==> src/rtl/credit_sender.sv <==
// Credit-based link sender: forwards upstream data only while credits are available
// and tracks the receiver's reset state so credits restart cleanly from credit_initial.
module credit_sender #(
  parameter int WIDTH      = 8,
  parameter int MAX_CREDIT = 4,
  localparam int CW        = $clog2(MAX_CREDIT + 1)
) (
  input  logic             clk,
  input  logic             rst,
  output logic             push_ready,
  input  logic             push_valid,
  input  logic [WIDTH-1:0] push_data,
  output logic             pop_sender_in_reset,
  input  logic             pop_receiver_in_reset,
  input  logic             pop_credit,
  output logic             pop_valid,
  output logic [WIDTH-1:0] pop_data,
  input  logic [CW-1:0]    credit_initial,
  input  logic [CW-1:0]    credit_withhold,
  output logic [CW-1:0]    credit_count,
  output logic [CW-1:0]    credit_available,
  output logic             err_overflow
);

  typedef enum logic [1:0] {INIT, ACTIVE, PEER_RESET} state_t;

  localparam logic [CW:0] MAX_EXT = (CW + 1)'(MAX_CREDIT);

  state_t        state;
  state_t        state_next;
  logic [CW-1:0] count_next;
  logic [CW:0]   count_sum;
  logic          overflow_next;
  logic          accept;
  logic          forward;

  always_comb begin
    credit_available = '0;
    if (credit_count > credit_withhold) begin
      credit_available = credit_count - credit_withhold;
    end
    push_ready = (state == ACTIVE) && (credit_available != '0);
    accept     = push_valid && push_ready;
    // Data accepted as the receiver enters reset is discarded, never delivered.
    forward    = accept && !pop_receiver_in_reset;
    count_sum  = {1'b0, credit_count} + (CW + 1)'(pop_credit) - (CW + 1)'(accept);
  end

  always_comb begin
    state_next    = state;
    count_next    = credit_count;
    overflow_next = 1'b0;
    case (state)
      INIT: begin
        count_next = credit_initial;
        state_next = pop_receiver_in_reset ? PEER_RESET : ACTIVE;
      end
      ACTIVE: begin
        if (count_sum > MAX_EXT) begin
          count_next    = CW'(MAX_CREDIT);
          overflow_next = 1'b1;
        end else begin
          count_next = count_sum[CW-1:0];
        end
        if (pop_receiver_in_reset) begin
          state_next = PEER_RESET;
        end
      end
      PEER_RESET: begin
        count_next = credit_initial;
        if (!pop_receiver_in_reset) begin
          state_next = ACTIVE;
        end
      end
      default: begin
        state_next = INIT;
      end
    endcase
  end

  always_ff @(posedge clk or posedge rst) begin
    if (rst) begin
      state               <= INIT;
      credit_count        <= '0;
      err_overflow        <= 1'b0;
      pop_valid           <= 1'b0;
      pop_data            <= '0;
      pop_sender_in_reset <= 1'b1;
    end else begin
      state               <= state_next;
      credit_count        <= count_next;
      err_overflow        <= err_overflow | overflow_next;
      pop_valid           <= forward;
      pop_sender_in_reset <= 1'b0;
      if (forward) begin
        pop_data <= push_data;
      end
    end
  end

endmodule

==> config.mk <==
export PLATFORM = sky130hd
export DESIGN_NAME = credit_sender
export DESIGN_NICKNAME = d
export VERILOG_FILES = /design/src/rtl/credit_sender.sv
export SDC_FILE = /design/constraint.sdc
export NUM_CORES = 1
export LEC_CHECK = 0
export BUFFER_PORTS_ARGS = -buffer_cell sky130_fd_sc_hd__buf_2
export CAP_MARGIN = 20
export CORE_MARGIN = 1.5
export CORE_UTILIZATION = 51
export DETAILED_ROUTE_END_ITERATION = 10
export PLACE_DENSITY = 0.8
export SYNTH_ARGS = -nofsm -noshare
export SYNTH_HDL_FRONTEND = slang
export SYNTH_SLANG_ARGS = --single-unit
==> constraint.sdc <==
create_clock -name clk -period 8.3 [get_ports clk]
set_input_delay 0.83 -clock clk [delete_from_list [all_inputs] [get_ports clk]]
set_output_delay 0.83 -clock clk [all_outputs]
set_load 0.01 [all_outputs]
# Yosys cells after proc, flatten, opt, wreduce, memory -nomap -nowiden
# Index checks and enable logic that the tools add are counted.
# totals
ff_bits,16
latchBits,0
ramBits,0
mem_bits_ro,0
input_bits,19
out_inout_bits,18
n_memories,0
# op_classes
add_sub_neg,3
multipliers,0
n_div,0
order_cmp,2
n_eq_ne,4
n_shift,0
mux,9
bitwise,1
reduce_logical,9
# ops
operator,count
$mux 2,3
$mux 3,2
$pmux 2 s3,1
$pmux 3 s2,1
$add 3x1->4,1
$gt 4x3->1 const B,1
$ne 2x2->1 const B,2
$sub 4x1->4,1
$gt 3x3->1,1
$logic_and 1x1->1,3
$reduce_bool 3->1,1
$sub 3x3->3,1
$eq 2x1->1 const B,1
$eq 2x2->1 const B,1
$logic_not 2->1,1
$mux 1,2
$reduce_and 2->1,1
$reduce_bool 2->1,1
$reduce_or 2->1,1
$logic_not 1->1,1
$or 1x1->1,1

# Depth between registers and ports, before layout
# Gate-level depths: netlist of run 1.
# depth
depth_word,10
ltp_mapped,17
depth_no_buf,17

# Worst setup path after synthesis of run 1
# OpenSTA, ideal clock, no wires.
# synth_path
kind,input to register
startpoint,in credit_withhold[0]
endpoint,reg credit_count[0]
setup_time_ns,0.083
arrival_ns,3.587
required_time_ns,8.217
path_slack_ns,4.631
path_stages,16
path_buffers,0
path_cell_list,ha_1 -> inv_1 -> fa_1 -> xnor2_1 -> a31oi_1 -> and3_2 -> and2_1 -> ha_1 -> inv_1 -> ha_1 -> inv_1 -> fa_1 -> nor2b_1 -> nor2_1 -> or3_1 -> o21ai_0
# synth_via
elab_chain_len,9
elab_cells_between_ends,10
cone_classes,add/sub: 2; order compare: 2; mux: 3; reduce/logical: 3
# synth_lines
item,line,text
from (decl),19,"input logic [CW-1:0] credit_withhold,"
$sub 3x3->3 / $gt 3x3->1 (equally long branches),"40, 39",
$mux 3 (*),39,if (credit_count > credit_withhold) begin
$reduce_bool 3->1 (*),42,push_ready = (state == ACTIVE) && (credit_available != '0);
$logic_and 1x1->1 (*),42,
net push_ready,10,"output logic push_ready,"
$logic_and 1x1->1 (*),43,accept = push_valid && push_ready;
$sub 4x1->4 (*),46,"count_sum = {1'b0, credit_count} + (CW + 1)'(pop_credit) - (CW + 1)'(accept);"
$gt 4x3->1,59,if (count_sum > MAX_EXT) begin
$mux 3 (*),59,
$pmux 3 s2 (*),53,case (state)
to (signal assigned),91,credit_count <= count_next;
to (decl),20,"output logic [CW-1:0] credit_count,"
# The timed path passes the listed nets; every way through them passes the cells marked *.
# A chain may end at the register's enable or synchronous reset.

# Worst setup path in the final report of run 1
# layout_path
startpoint,in credit_withhold[0]
endpoint,reg credit_count[1]
# layout_via
elab_chain_len,9
elab_cells_between_ends,10
cone_classes,add/sub: 2; order compare: 2; mux: 3; reduce/logical: 3
# layout_lines
item,line
$sub 3x3->3 / $gt 3x3->1 (equally long branches),"40, 39"
$mux 3 (*),39
$reduce_bool 3->1 (*),42
$logic_and 1x1->1 (*),42
$logic_and 1x1->1 (*),43
$sub 4x1->4 (*),46
$gt 4x3->1,59
$mux 3 (*),59
$pmux 3 s2 (*),53
# Every way passes the cells marked *; elsewhere a longest branch is shown, timed or not.

==> flow_summary.json, run 1 <==
{
  "hold_start": "err_overflow",
  "crit_path_end_kind": "flip-flop",
  "clkLatencyLatePin_ns": 0.29,
  "area_delta_synth_final_pct": 24.7,
  "multiInputGateArea_sq_um": 469,
  "synth_top_area_share": 0.401,
  "rsz0062_at_grt": "false",
  "fin_crit_sh": 0.443,
  "r2r_start": "credit_count[0]",
  "holdBufCountCts": 0,
  "hold_viol": 0,
  "n_fill_cell": 145,
  "synthCells": 92,
  "htree_levels": 1,
  "grt_pass1_wl_um": 2930,
  "hold_path_depth": 1,
  "dr.first_iter.drc_count": 11,
  "path_clk_slew_ns": 0.09,
  "dieArea_sq_mm": 0.00210,
  "synth-seq-area-share": 0.429,
  "layout-drive-gt1-share": 0.392,
  "yosysTopAreaCell": "dfrtp_1",
  "start_kind": "primary input",
  "core_area_sq_mm": 0.00173,
  "finalSetupViolations": 0,
  "fin_crit_ns": 3.67,
  "io_pins": 37,
  "fin_setup_tns_ns": 0,
  "fin_hold_ws_ns": 0.486,
  "seq_area_sq_um": 402,
  "post_drt_wl_per_cell_um": 11.7,
  "grt_pass1_vias": 731,
  "num_vias": 772,
  "hp-class": "reg -> reg",
  "crit_required_ns": 8.51,
  "grt_usage": 0.200,
  "syn-mean-instance-area_sq_um": 10.2,
  "cp.arrival_ns": 3.88,
  "hpwl_um": 1490,
  "die_w_um": 45.8,
  "final_common_cell": "buf_2",
  "first_pass_iters": 4,
  "yosysWarnings": 0,
  "numCtsBuffers": 3,
  "crit_fanout": 3,
  "syn_nets": 120,
  "maxCapViolCount": 0,
  "diodes": 0,
  "final_util": 0.676,
  "synth.distinct_cells": 29,
  "ys_ff_latch": 16,
  "rows": 15,
  "start_util": 0.542,
  "report.final.slew_viol_count": 0,
  "crit_path_start": "credit_withhold[0]",
  "cts_root_buffer": "clkbuf_4",
  "gr-total-overflow": 0,
  "final_cell_mix": "buf_2, dfrtp_1, inv_1",
  "rr_worst_depth": 17,
  "path_depth": 17,
  "routed_wl_um": 1810,
  "cts_sinks": 16,
  "post_cts_buffers": 0,
  "ir_drop_uv": 145,
  "critical_path.top_delay_family": "adder cells",
  "slowest_delay_ns": 0.39,
  "synthTopCellsByArea": "dfrtp_1, mux2_2, ha_1, inv_1, a21oi_1",
  "power.leakage_uw": 0.000623,
  "fmax_ghz": 0.272,
  "syn_area_sq_um": 936,
  "cp_slowest_cell": "fa_1",
  "status": "finished clean",
  "relSlewSlack": 0.612,
  "antenna_left": 0,
  "nNetsFinal": 159,
  "post_cts_resized": 0,
  "finalClockSkew_ns": 0.00293,
  "io_buffers": 36,
  "worst_slew_pin_slew_ns": 0.581,
  "die_h_um": 45.8,
  "drc": 0,
  "p_per_area_mw_per_mm2": 240,
  "crit_chain": "buf_2 -> ha_1 -> inv_1 -> fa_1 -> xnor2_1 -> a31oi_1 -> and3_2 -> and2_1 -> ha_1 -> inv_1 -> ha_1 -> inv_1 -> fa_1 -> nor2b_1 -> nor2_1 -> or3_1 -> o21ai_0",
  "critPathKind": "in -> reg",
  "clock_path_buffers": 2,
  "grt_max_degree": 17,
  "crit_buf_inv": 4,
  "via_per_inst": 4.98,
  "cts_tree": "done",
  "antenna_found_initial": 0,
  "gp_congestion": 0.782
}
## layout make-up
| cell class | count | area share |
|---|---|---|
| Timing Repair Buffer | 36 | 0.154 |
| Inverter | 13 | 0.0418 |
| Tap cell | 25 | 0.0268 |
| Clock buffer | 4 | 0.0311 |
| Sequential cell | 16 | 0.344 |
| Multi-Input combinational cell | 61 | 0.402 |
## report_power, final
group          total [uW]  internal (uW)  switching, uW
sequential            115            101           13.5
combinational         115           56.2           58.6
clock                50.8           26.7           24.0
total                 280            184           96.1
## worst reg2reg max path, delay by kind of cell, from the launching register on
family                   cells  cell delay (ns)
AO/OA/AOI/OAI                2             0.27
buffers and inverters        4             0.26
AND/OR/NAND/NOR              5             0.99
adder cells (fa/ha/maj)      5             1.35
flip-flops                   1             0.41
XOR/XNOR                     1             0.21
## synth_stat cells
cell type and count:
a311oi_1 1, o21ai_0 5, a21oi_1 8, a31oi_1 1
or3_1 2, nand3_1 1, and3_1 1, and4_1 1
ha_1 7, dfrtp_1 15, a221o_1 1, nand2_1 7
and2_1 1, a21boi_0 1, fa_1 2, a21o_1 1
xnor2_1 2, mux2_2 8, nor2_1 3, dfstp_2 1
and3_2 1, buf_6 1, nor2b_1 3, buf_2 1
inv_1 13, nor4_1 1, nand2b_2 1, nand3b_1 1
conb_1 1
## sequential cells by signal, summed over array words and instances (netlist names)
signal,count
credit_count,3
pop_data,8
err_overflow,1
pop_valid,1
pop_sender_in_reset,1
state,2
## layer usage
| metal | vias to the layer above | global-route usage | part of all wire |
|---|---|---|---|
| met4 | 0 | 0.103 | 0.022 |
| met5 | - | 0 | 0 |
| li1 | 387 | - | - |
| met2 | 24 | 0.332 | 0.49 |
| met1 | 356 | 0.247 | 0.44 |
| met3 | 5 | 0.0357 | 0.045 |
## worst paths after layout
kind                       slack [ns]              end
setup / recovery                 4.63  credit_count[1]
hold / removal                   0.49     err_overflow
setup reg to reg                 4.75  credit_count[1]
hold reg to reg                  0.49     err_overflow
max in group asynchronous        7.34  credit_count[1]
min in group asynchronous        0.59      pop_data[7]
## per-stage QoR
stage | setup slack (ns) | cells | instance area (sq um) | total power (uW)
floorplan | 4.63 | 92 | 936 | 188
global placement | 4.41 | 151 | 1130 | 226
detailed placement | 4.34 | 151 | 1130 | 232
CTS | 4.63 | 155 | 1170 | 283
global route | 4.32 | 155 | 1170 | 302
finish | 4.63 | 155 | 1170 | 280
## cells by family after synthesis
group                      share of synthesized area
and+or+nand+nor                                0.134
AOI/OAI and AO/OA                              0.112
DFF                                            0.429
buffers and inverters                         0.0695
adders and majority gates                      0.136
muxes                                         0.0963
xor gates and xnor gates                      0.0187
other                                        0.00401
Power figures use the tool's default switching activity.
==> inputs of run 2 (changes only) <==
- ABC_AREA: unset -> 1
- CORE_UTILIZATION: 51 -> 44
- PLACE_DENSITY: 0.8 -> 0.72
- clock period: 8.3 -> 2.9 ns (I/O delays scaled with it)
==> flow_summary.json, run 2 <==
{
  "status": "complete, but fails checks",
  "failed_checks": "setup timing",
  "met1_length_um": 985,
  "fin_hold_ws_ns": 0.0393,
  "routed_wl_um": 2290,
  "htree_levels": 1,
  "maxCapViolCount": 0,
  "finalClockSkew_ns": 0.0100,
  "drc": 0,
  "stdcell_count": 202,
  "hpwl_um": 1710,
  "io_buffers": 36,
  "hp-class": "in -> async",
  "synthCells": 122,
  "critPathKind": "reg -> reg",
  "r2r_start": "credit_count[0]",
  "post-place-ws_ns": -0.343,
  "start_kind": "flip-flop",
  "final_cell_mix": "buf_2, nand2_1, inv_1, dfrtp_1, buf_4",
  "path_clk_slew_ns": 0.10,
  "dieArea_sq_mm": 0.00268,
  "holdBufCountCts": 0,
  "n_fill_cell": 202,
  "nNetsFinal": 203,
  "p_per_area_mw_per_mm2": 673,
  "rows": 17,
  "fin_crit_sh": 1.09,
  "dr_wl_met3_um": 109,
  "io_pins": 37,
  "start_util": 0.469,
  "reg2reg_slack_ns": -0.25,
  "fin_setup_tns_ns": -0.658,
  "post_drt_wl_per_cell_um": 11.3,
  "yosysTopAreaCell": "dfrtp_1",
  "antenna_found_initial": 0,
  "crit_fanout": 2,
  "crit_path_end_kind": "flip-flop",
  "grt_pass1_wl_um": 3840,
  "ys_top_cells_by_count": "nand2_1, inv_1, dfrtp_1, nand4_1",
  "die_w_um": 51.8,
  "ir_drop_uv": 414,
  "setup_slack_ns": -0.252,
  "final_common_cell": "buf_2",
  "fin_crit_ns": 3.15,
  "finalSetupViolations": 4,
  "first_pass_iters": 4,
  "report.final.slew_viol_count": 0,
  "grt_pass1_vias": 934,
  "diodes": 0,
  "crit_required_ns": 3.09,
  "synthTopCellsByArea": "dfrtp_1, nand2_1, ha_1, inv_1, nand4_1",
  "largestRegisters": "pop_data: 8 flops, credit_count: 3 flops, state: 2 flops",
  "multiInputGateArea_sq_um": 551,
  "clkLatencyLatePin_ns": 0.30,
  "synth_edf_count": 0,
  "largest_reg_flops": 8,
  "syn-mean-instance-area_sq_um": 8.59,
  "worst_slew_pin_slew_ns": 0.612,
  "rsz0062_at_grt": "true",
  "grt_usage": 0.195,
  "cts_tree": "done",
  "crit_path_start": "credit_count[0]",
  "ys.flop_type": "dfrtp_1",
  "yosysWarnings": 0,
  "die_h_um": 51.8,
  "synth_most_common_cell": "nand2_1",
  "antenna_left": 0,
  "top_layer": "met4",
  "grt_max_degree": 17,
  "layout-drive-gt1-share": 0.466,
  "regMostFlops": "pop_data",
  "rr_worst_depth": 17,
  "dr.first_iter.drc_count": 5,
  "cp.arrival_ns": 3.35,
  "synth_top_area_share": 0.358,
  "relSlewSlack": 0.591,
  "via_per_inst": 4.76,
  "core_area_sq_mm": 0.00223,
  "wl_met2_um": 1150,
  "gr-total-overflow": 0,
  "area_delta_synth_final_pct": 33.3,
  "seq_area_sq_um": 402,
  "syn_nets": 150,
  "numCtsBuffers": 3,
  "hold_viol": 0,
  "ys_ff_latch": 16,
  "fmax_ghz": 0.317,
  "num_vias": 961,
  "clock_path_buffers": 2,
  "synth-seq-area-share": 0.383,
  "synth.distinct_cells": 26,
  "power.leakage_uw": 0.000825,
  "dp_cells": 193,
  "cts_sinks": 16,
  "synth-async-reset-ratio": 1.00,
  "r2r_end": "err_overflow",
  "syn_area_sq_mm": 0.00105,
  "cts_root_buffer": "clkbuf_4",
  "gp_congestion": 0.800
}
run 2: cell count changes in the layout (fill, tap and decap cells not counted), sizes merged, moves of 3 or more:
| cell | change |
|---|---|
| o21ai | -4 |
| nor2b | -3 |
| nor2 | +5 |
| nand4 | +10 |
| mux2 | -8 |
| nand3 | +5 |
| inv | +14 |
| a21oi | -7 |
| buf | +13 |
| nand2 | +28 |
run 2: cell type report:
class	count	area share
Multi-Input combinational cell	78	0.394
Sequential cell	16	0.287
Timing Repair Buffer	49	0.199
Inverter	27	0.0761
Tap cell	28	0.0251
Clock buffer	4	0.0188
run 2: layer usage:
layer	vias to the layer above	GRT usage
li1	486	-
met1	444	0.222
met2	26	0.355
met3	5	0.0402
met4	0	0.0789
met5	-	0
run 2: timing repair:
item / in CTS / in global routing
gates resized for setup: 8 / 1
buffers inserted: 3 / 2
setup endpoints to repair: 4 / 4
pin swaps: 8 / 5
endpoints found under the hold margin: 0 / 0
run 2: cell families (layout without fill, tap and decap cells):
logic type      after synthesis  count (layout)  synth area share
buf+inv                      28              80             0.116
fa+ha+maj                     9               9             0.122
simple gates                 59              59             0.301
other cells                   1               1           0.00358
flops                        16              16             0.383
xor+xnor                      2               2            0.0167
compound gates                7               7            0.0585
run 2: critical path, cell delays in order, from the launching register on:
cell	delay (ns)
dfrtp_1	0.37
inv_2	0.06
ha_4	0.15
inv_2	0.06
fa_2	0.46
o31ai_4	0.33
nor2_8	0.04
nand2_1	0.06
inv_1	0.04
ha_1	0.26
inv_1	0.06
ha_2	0.18
inv_2	0.04
fa_2	0.54
inv_2	0.04
o21bai_1	0.12
nand2_1	0.09
a21o_1	0.16
run 2: power breakdown:
part           internal [uW]  leakage, uW  switching (uW)
clock network           53.7    0.0000150            75.5
logic                    217     0.000612             273
registers                288     0.000198            34.4
run 2: how the worst max path moves through the flow:
stage	endpoint	slack, ns
final	err_overflow	-0.25
after floorplan	err_overflow	-0.29
after global routing	err_overflow	-0.35
after CTS	err_overflow	-0.33
after detailed placement	err_overflow	-0.34
after global placement	err_overflow	-0.26
run 2: metrics by stage:
stage / utilization / power (uW) / instance area (sq um)
4_1_cts: 0.618 / 939 / 1380
3_5_place_dp: 0.588 / 785 / 1310
6_report: 0.626 / 941 / 1400
2_1_floorplan: - / 622 / 1050
5_1_grt: 0.626 / 1010 / 1400
3_3_place_gp: 0.588 / 769 / 1310
==> inputs of run 3 (changes only) <==
- RECOVER_POWER: unset -> 100
==> flow_summary.json, run 3 (synthesis results as in run 2) <==
{
  "rows": 17,
  "diodes": 0,
  "via_per_inst": 4.75,
  "post_drt_wl_per_cell_um": 11.3,
  "htree_levels": 1,
  "cts_sinks": 16,
  "post-place-ws_ns": -0.343,
  "antenna_left": 0,
  "relSlewSlack": 0.590,
  "rsz0062_at_grt": "true",
  "p_per_area_mw_per_mm2": 669,
  "layout-drive-gt1-share": 0.385,
  "fmax_ghz": 0.317,
  "clock_path_buffers": 2,
  "grt_pass1_vias": 934,
  "largest_reg_flops": 8,
  "finalClockSkew_ns": 0.0105,
  "die_h_um": 51.8,
  "setup_slack_ns": -0.253,
  "cpMostUsedCell": "inv_2",
  "gr-total-overflow": 0,
  "p_int_uw": 542,
  "grt_pass1_wl_um": 3840,
  "crit_chain": "inv_2 -> ha_4 -> inv_2 -> fa_2 -> o31ai_4 -> nor2_8 -> nand2_1 -> inv_1 -> ha_1 -> inv_1 -> ha_2 -> inv_2 -> fa_2 -> inv_2 -> o21bai_1 -> nand2_1 -> a21o_1",
  "first_pass_iters": 4,
  "clockPowerShare": 0.138,
  "start_kind": "flip-flop",
  "cp_slowest_cell": "fa_2",
  "hold_viol": 0,
  "hpwl_um": 1710,
  "io_buffers": 36,
  "cp.arrival_ns": 3.34,
  "largestRegisters": "pop_data: 8 flops, credit_count: 3 flops, state: 2 flops",
  "core_area_sq_mm": 0.00223,
  "crit_required_ns": 3.09,
  "slowest_delay_ns": 0.54,
  "critPathKind": "reg -> reg",
  "status": "complete, but fails checks",
  "failed_checks": "setup timing",
  "final_common_cell": "nand2_1",
  "routed_wl_um": 2290,
  "power.leakage_uw": 0.000782,
  "seqPwrFrac": 0.350,
  "hp-class": "in -> async",
  "crit_path_end_kind": "flip-flop",
  "nNetsFinal": 203,
  "swShare": 0.414,
  "power_frac_comb": 0.512,
  "grt_usage": 0.195,
  "dieArea_sq_mm": 0.00268,
  "fin_crit_ns": 3.15,
  "power.switching_uw": 383,
  "report.final.slew_viol_count": 0,
  "fin_setup_tns_ns": -0.659,
  "ir_drop_uv": 409,
  "numCtsBuffers": 3,
  "cts_tree": "done",
  "grt_max_degree": 17,
  "maxCapViolCount": 0,
  "crit_fanout": 2,
  "num_vias": 960,
  "die_w_um": 51.8,
  "dr.first_iter.drc_count": 10,
  "cts_root_buffer": "clkbuf_4",
  "io_pins": 37,
  "path_clk_slew_ns": 0.10,
  "antenna_found_initial": 0,
  "finalSetupViolations": 4,
  "regMostFlops": "pop_data",
  "holdBufCountCts": 0,
  "start_util": 0.469,
  "final_cell_mix": "nand2_1, buf_2, inv_1",
  "area_delta_synth_final_pct": 31.7,
  "worst_slew_pin_slew_ns": 0.614,
  "clkLatencyLatePin_ns": 0.30,
  "gp_congestion": 0.800,
  "fin_crit_sh": 1.09,
  "drc": 0
}
-- run 3: power by group through the flow --
stage	combinational, uW	sequential (uW)	clock [uW]
6_report	473	324	128
5_1_grt	529	332	139
2_1_floorplan	262	360	0
3_5_place_dp	459	325	0
4_1_cts	484	323	131
3_3_place_gp	445	324	0
-- run 3: area by class of cell --
cell class	instances	area, sq um
Clock buffer	4	26.3
Fill cell	206	852
Inverter	27	106
Multi-Input combinational cell	78	551
Sequential cell	16	402
Tap cell	28	35.0
Timing Repair Buffer	49	262
-- run 3: critical path: cells and delay by family, from the launching register on --
family	cells	cell delay (ns)
buffers and inverters	6	0.30
flip-flops	1	0.37
AND/OR/NAND/NOR	3	0.19
AO/OA/AOI/OAI	3	0.61
adder cells (fa/ha/maj)	5	1.59
-- run 3: what timing repair did --
action / CTS / global route
buffers inserted: 3 / 2
resized for setup: 8 / 1
setup endpoints to repair: 4 / 4
pin swaps: 8 / 5
hold endpoints to repair: 0 / 0
-- run 3: stage by stage --
step / util / total power (uW) / hold slack, ns / instances / instance area (sq um)
after floorplan: - / 622 / 0.203 / 122 / 1050
after global placement: 0.588 / 769 / 0.386 / 193 / 1310
after detailed placement: 0.588 / 785 / 0.402 / 193 / 1310
after CTS: 0.618 / 939 / 0.0583 / 200 / 1380
after global routing: 0.618 / 999 / 0.101 / 202 / 1380
final: 0.618 / 925 / 0.0429 / 202 / 1380
-- run 3: worst paths after layout --
path,slack [ns],depth (start not counted),end,from
max,-0.25,17,err_overflow,credit_count[0]
min,0.04,2,credit_count[0],rst
max reg2reg,-0.25,17,err_overflow,credit_count[0]
min reg2reg,0.47,1,err_overflow,err_overflow
max in group asynchronous,2.45,2,state[1],rst
min in group clk,0.16,2,state[0],pop_receiver_in_reset
-- run 3: layer usage --
layer / part of all wire / global-route usage / wire (um)
met5: 0 / 0 / 0
met3: 0.041 / 0.0402 / 93
met2: 0.51 / 0.355 / 1160
met4: 0.017 / 0.0789 / 40
met1: 0.43 / 0.222 / 994
